--- src/rtl/sdram_port_arbiter.sv ---
`default_nettype none
// ============================================================================
// sdram_port_arbiter : burst scheduler sharing SDRAM between video and writer
// Rev 1.0
// ============================================================================
module sdram_port_arbiter #(
  parameter int ADDR_W     = 24,
  parameter int BURST_LEN  = 8,
  parameter int FIFO_DEPTH = 512,
  parameter int LOW_WATER  = 256,
  parameter int MAX_WAIT   = 4
) (
  input  logic                            clk_i,
  input  logic                            rst_ni,
  input  logic                            frame_start_i,
  input  logic [ADDR_W-1:0]               fb_base_i,
  input  logic [ADDR_W-1:0]               frame_words_i,
  input  logic [$clog2(FIFO_DEPTH+1)-1:0] fifo_level_i,
  input  logic                            wr_req_i,
  input  logic [ADDR_W-1:0]               wr_addr_i,
  output logic                            wr_gnt_o,
  output logic                            mem_cmd_valid_o,
  input  logic                            mem_cmd_ready_i,
  output logic                            mem_cmd_we_o,
  output logic [ADDR_W-1:0]               mem_cmd_addr_o,
  input  logic                            mem_done_i,
  output logic                            vid_active_o,
  output logic                            wr_starved_o
);

  localparam int LVL_W = $clog2(FIFO_DEPTH+1);
  localparam int WC_W  = $clog2(MAX_WAIT+1);
  localparam logic [LVL_W-1:0]  C_LOW_WATER = LVL_W'(LOW_WATER);
  localparam logic [WC_W-1:0]   C_MAX_WAIT  = WC_W'(MAX_WAIT);
  localparam logic [ADDR_W-1:0] C_BURST     = ADDR_W'(BURST_LEN);

  typedef enum logic [1:0] {
    S_IDLE = 2'd0,
    S_CMD  = 2'd1,
    S_WAIT = 2'd2
  } state_t;

  state_t            r_state;
  state_t            w_state_nxt;
  logic              r_vid_active;
  logic [ADDR_W-1:0] r_vid_ptr;
  logic [ADDR_W-1:0] r_base;
  logic [ADDR_W-1:0] r_words;
  logic [WC_W-1:0]   r_wait_cnt;
  logic              r_cmd_we;
  logic [ADDR_W-1:0] r_cmd_addr;
  logic              r_cmd_stale;
  logic              r_starved;
  logic              r_wr_gnt;

  logic              w_vid_elig;
  logic              w_force;
  logic              w_pick_wr;
  logic              w_pick_vid;
  logic              w_accept;
  logic [ADDR_W-1:0] w_ptr_next;

  assign w_vid_elig = r_vid_active && (fifo_level_i < C_LOW_WATER);
  assign w_force    = (r_wait_cnt == C_MAX_WAIT);
  assign w_pick_wr  = wr_req_i && (!w_vid_elig || w_force);
  assign w_pick_vid = w_vid_elig && !w_pick_wr;
  assign w_accept   = (r_state == S_CMD) && mem_cmd_ready_i;
  assign w_ptr_next = r_vid_ptr + C_BURST;

  always_ff @(posedge clk_i or negedge rst_ni) begin
    if (!rst_ni) r_state <= S_IDLE;
    else         r_state <= w_state_nxt;
  end

  always_comb begin
    w_state_nxt     = r_state;
    mem_cmd_valid_o = 1'b0;
    wr_starved_o    = 1'b0;
    case (r_state)
      S_IDLE: begin
        if (w_pick_wr || w_pick_vid) w_state_nxt = S_CMD;
      end
      S_CMD: begin
        mem_cmd_valid_o = 1'b1;
        wr_starved_o    = r_starved;
        if (mem_cmd_ready_i) w_state_nxt = S_WAIT;
      end
      S_WAIT: begin
        wr_starved_o = r_starved;
        if (mem_done_i) w_state_nxt = S_IDLE;
      end
      default: w_state_nxt = S_IDLE;
    endcase
  end

  // A frame restart while a video command is pending marks that command stale,
  // so its acceptance does not advance the freshly reset pointer.
  always_ff @(posedge clk_i or negedge rst_ni) begin
    if (!rst_ni) begin
      r_vid_active <= 1'b0;
      r_vid_ptr    <= '0;
      r_base       <= '0;
      r_words      <= '0;
      r_wait_cnt   <= '0;
      r_cmd_we     <= 1'b0;
      r_cmd_addr   <= '0;
      r_cmd_stale  <= 1'b0;
      r_starved    <= 1'b0;
      r_wr_gnt     <= 1'b0;
    end else begin
      r_wr_gnt <= w_accept && r_cmd_we;

      if (r_state == S_IDLE) begin
        if (w_pick_wr) begin
          r_cmd_we    <= 1'b1;
          r_cmd_addr  <= wr_addr_i;
          r_starved   <= w_force && w_vid_elig;
          r_cmd_stale <= 1'b0;
          r_wait_cnt  <= '0;
        end else if (w_pick_vid) begin
          r_cmd_we    <= 1'b0;
          r_cmd_addr  <= r_base + r_vid_ptr;
          r_starved   <= 1'b0;
          r_cmd_stale <= frame_start_i;
          if (wr_req_i && !w_force) r_wait_cnt <= r_wait_cnt + WC_W'(1);
        end
        if (!wr_req_i) r_wait_cnt <= '0;
      end else if (r_state == S_CMD && frame_start_i) begin
        r_cmd_stale <= 1'b1;
      end

      if (frame_start_i) begin
        r_base       <= fb_base_i;
        r_words      <= frame_words_i;
        r_vid_ptr    <= '0;
        r_vid_active <= |frame_words_i;
      end else if (w_accept && !r_cmd_we && !r_cmd_stale) begin
        r_vid_ptr <= w_ptr_next;
        if (w_ptr_next == r_words) r_vid_active <= 1'b0;
      end
    end
  end

  assign wr_gnt_o       = r_wr_gnt;
  assign mem_cmd_we_o   = r_cmd_we;
  assign mem_cmd_addr_o = r_cmd_addr;
  assign vid_active_o   = r_vid_active;

endmodule
`default_nettype wire

--- config.mk ---
export PLATFORM = sky130hd
export DESIGN_NAME = sdram_port_arbiter
export DESIGN_NICKNAME = d
export VERILOG_FILES = /design/src/rtl/sdram_port_arbiter.sv
export SDC_FILE = /design/constraint.sdc
export NUM_CORES = 1
export LEC_CHECK = 0
export ABC_CLOCK_PERIOD_IN_PS = 2500
export CAP_MARGIN = 10
export CELL_PAD_IN_SITES_DETAIL_PLACEMENT = 1
export CELL_PAD_IN_SITES_GLOBAL_PLACEMENT = 1
export CORE_UTILIZATION = 40
export CTS_BUF_LIST = sky130_fd_sc_hd__clkbuf_4 sky130_fd_sc_hd__clkbuf_8 sky130_fd_sc_hd__clkbuf_16
export DETAILED_ROUTE_END_ITERATION = 6
export HOLD_SLACK_MARGIN = 0.12
export PLACE_DENSITY = 0.82
export SLEW_MARGIN = 30
export SYNTH_ARGS = -nofsm -noshare
export SYNTH_HDL_FRONTEND = slang
export SYNTH_SLANG_ARGS = --single-unit
--- constraint.sdc ---
create_clock -name clk_i -period 2.5 [get_ports clk_i]
set_input_delay 0.625 -clock clk_i [delete_from_list [all_inputs] [get_ports clk_i]]
set_output_delay 0.625 -clock clk_i [all_outputs]
set_load 0.005 [all_outputs]
==> flow_summary.toml <==
[cells_and_area]
syn2layout_area_growth_pct = 33.2
finalInstanceArea_um2 = 7920
fin_util = 0.545
layout.cells.non_filler = 940
final_cell_mix = "clkdlybuf4s50_1 (106), dfrtp_1 (103), nand2_1 (58), nor2_1 (56), mux2_2 (50)"
diodes = 0
layout_commonest_cell = "clkdlybuf4s50_1"
fin_nets = 865
drive_above_1_share = 0.193

[synthesis]
synth_compound_area_frac = 0.141
synthMuxAreaShare = 0.0963
synthDistinctLibCells = 60
synth_edf_count = 0
synth_xor_area_frac = 0.0780
synth_top_family_by_area = "simple AND/OR/NAND/NOR gates"
yosys.area_share.adder = 0.0564
syn_area_per_cell_um2 = 9.70
ys_ff_latch = 103
netlist_instances = 613
synth-simple-area-share = 0.165
syn_area_um2 = 5950
seq_area_frac_synth = 0.433
syn-num-nets = 727
synth_ff_type = "dfrtp_1"
async_flop_share = 1.00
synth_warnings = 0

[detailed_routing]
wirelength_mm = 17.3
vias_per_cell = 5.52
firstDrtPassIters = 4
vias = 5188
wire_per_inst_um = 18.4
drcViolationCount = 0
first_iter_violations = 142
drt.antenna.violating_nets = 0

[cts]
cts_tree = "done"
clkSlewWorstSetupHoldPaths_ps = 70
clockRootBuffer = "clkbuf_16"
cts_hold_buf = 0
cts.htree.levels = 3
numCtsBuffers = 9
clockBufferDepth = 2
cts_sinks = 103
clk_latency_ps = 360

[floorplan]
coreArea_um2 = 14500
die-area_um2 = 15400
die_h_um = 124
ioPinCount = 117
start_util = 0.409
rows = 44
fp.dieW_um = 124

[timing]
final.setup.tns_ps = 0
rsz0062_at_grt = "true"
finalCritPeriodShare = 0.980
fin_worst_skew_ps = 5.29
tightest_slew_ps = 475
relSlewSlack = 0.682
fin_crit_ps = 2450
setup_viol = 0
hold_viol = 0
drv_slew = 0
fmax_mhz = 408
fin_ws_ps = 50.9

[placement]
place_ws_ps = -32.2
numPortBuffers = 108
dpl_cell_area_um2 = 7470
post-place-cells = 918
hpwl_mm = 12.9
place.gp.congestion = 0.875

[critical_path]
r2r_slack_ps = 50
critPathMaxFanout = 5
startpoint = "r_vid_ptr[3]"
critPathCaptureType = "flop"
start_kind = "flop"
worst_ep_arrival_time_ps = 2680
critical_path_class = "flop to flop"
reg2reg_from = "r_vid_ptr[3]"
required_ps = 2730

[global_routing]
grt_overflow = 0
grt_start_max_net_pins = 73
gr-usage-all-layers = 0.236
first_global_vias = 5622
antenna_found_initial = 0
grt_pass1_wl_mm = 27.7

[run]
drv_cap = 0

[min_path]
hold_path.class = "primary input to async pin"

[pwr]
peakVddDrop_uv = 341
cellLeakagePower_uw = 0.00336
power.density_nw_per_um2 = 682

[outcome]
status = "finished, final reports clean"
through the flow:
step | total power, uW | hold slack, ps
global placement | 3770 | 464
detailed placement | 3880 | 474
CTS | 5450 | 230
floorplan | 2940 | 329
global route | 5710 | 257
finish | 5400 | 223
synthesized netlist by cell type (3+ instances only):
cell type / instances / area (um2)
dfrtp_1: 103 / 2580
nand2_1: 58 / 218
nor2_1: 56 / 210
mux2_2: 50 / 563
a21oi_1: 46 / 230
o21ai_0: 38 / 190
xor2_1: 27 / 236
ha_1: 26 / 325
xnor2_1: 26 / 228
nand3_1: 19 / 95.1
clkbuf_1: 18 / 67.6
inv_1: 11 / 41.3
nand4_1: 9 / 56.3
nor3_1: 9 / 45.0
or3_1: 9 / 56.3
a31oi_1: 8 / 50.1
nor4_1: 7 / 43.8
and3_1: 6 / 37.5
nor2b_1: 6 / 37.5
nor3b_1: 6 / 45.0
a22oi_1: 5 / 37.5
buf_4: 5 / 37.5
a21o_1: 4 / 30.0
o22ai_1: 4 / 25.0
a211oi_1: 3 / 22.5
o21a_1: 3 / 22.5
o21ai_1: 3 / 15.0
or2_2: 3 / 18.8
layer usage:
layer  routed length [um]  vias up  part of all wire  global-route usage
met1                 7540     2582              0.44               0.292
li1                     -     2462                 -                   -
met4                  412        0             0.024              0.0938
met2                 8670      116              0.50               0.417
met5                    0        -                 0                   0
met3                  628       28             0.036              0.0298
registers in the layout (all words and copies together) (netlist names):
register and count:
r_base 24, wr_gnt_o 1, mem_cmd_addr_o 24, r_cmd_stale 1, vid_active_o 1, r_state 2
r_words 24, r_starved 1, r_wait_cnt 3, r_vid_ptr 21, mem_cmd_we_o 1
cell type report:
cell class,count,area (um2)
Sequential cell,103,2580
Fill cell,1670,6610
Clock buffer,14,294
Clock inverter,2,35.0
Tap cell,184,230
Inverter,11,41.3
Multi-Input combinational cell,470,3270
Timing Repair Buffer,156,1470
final timing paths:
| path | to | cells past startpoint |
|---|---|---|
| setup / recovery | vid_active_o | 9 |
| hold / removal | mem_cmd_addr_o[6] | 1 |
| setup reg to reg | vid_active_o | 9 |
| hold reg to reg | mem_cmd_addr_o[7] | 2 |
| max in group asynchronous | r_words[22] | 2 |
| min in group clk_i | mem_cmd_addr_o[7] | 2 |
what timing repair did:
action	4_1_cts	5_1_grt
endpoints found under the setup margin	2	5
gates resized for setup	3	16
cloned	0	0
setup buffers	0	6
pin swaps	0	8
critical path, cell delays in order, from the launching register on:
cell and delay [ps]:
dfrtp_1 390, buf_4 170, ha_2 210, nand4_1 250, nor3_4 330, nand4_1 210
a21oi_2 180, o2111ai_1 130, nor4_2 340, a31oi_1 120
report_power, final:
| group | switching [uW] | internal (uW) | leakage, uW |
|---|---|---|---|
| combinational | 763 | 920 | 0.00193 |
| sequential | 203 | 1980 | 0.00127 |
| clock | 623 | 912 | 0.000165 |
logic make-up after synthesis:
logic type / after synthesis
adders and majority gates: 27
AOI/OAI and AO/OA: 137
DFF: 103
and+or+nand+nor: 202
xor gates and xnor gates: 53
muxes: 51
buffers and inverters: 40
(Power assumes the default switching activity.)
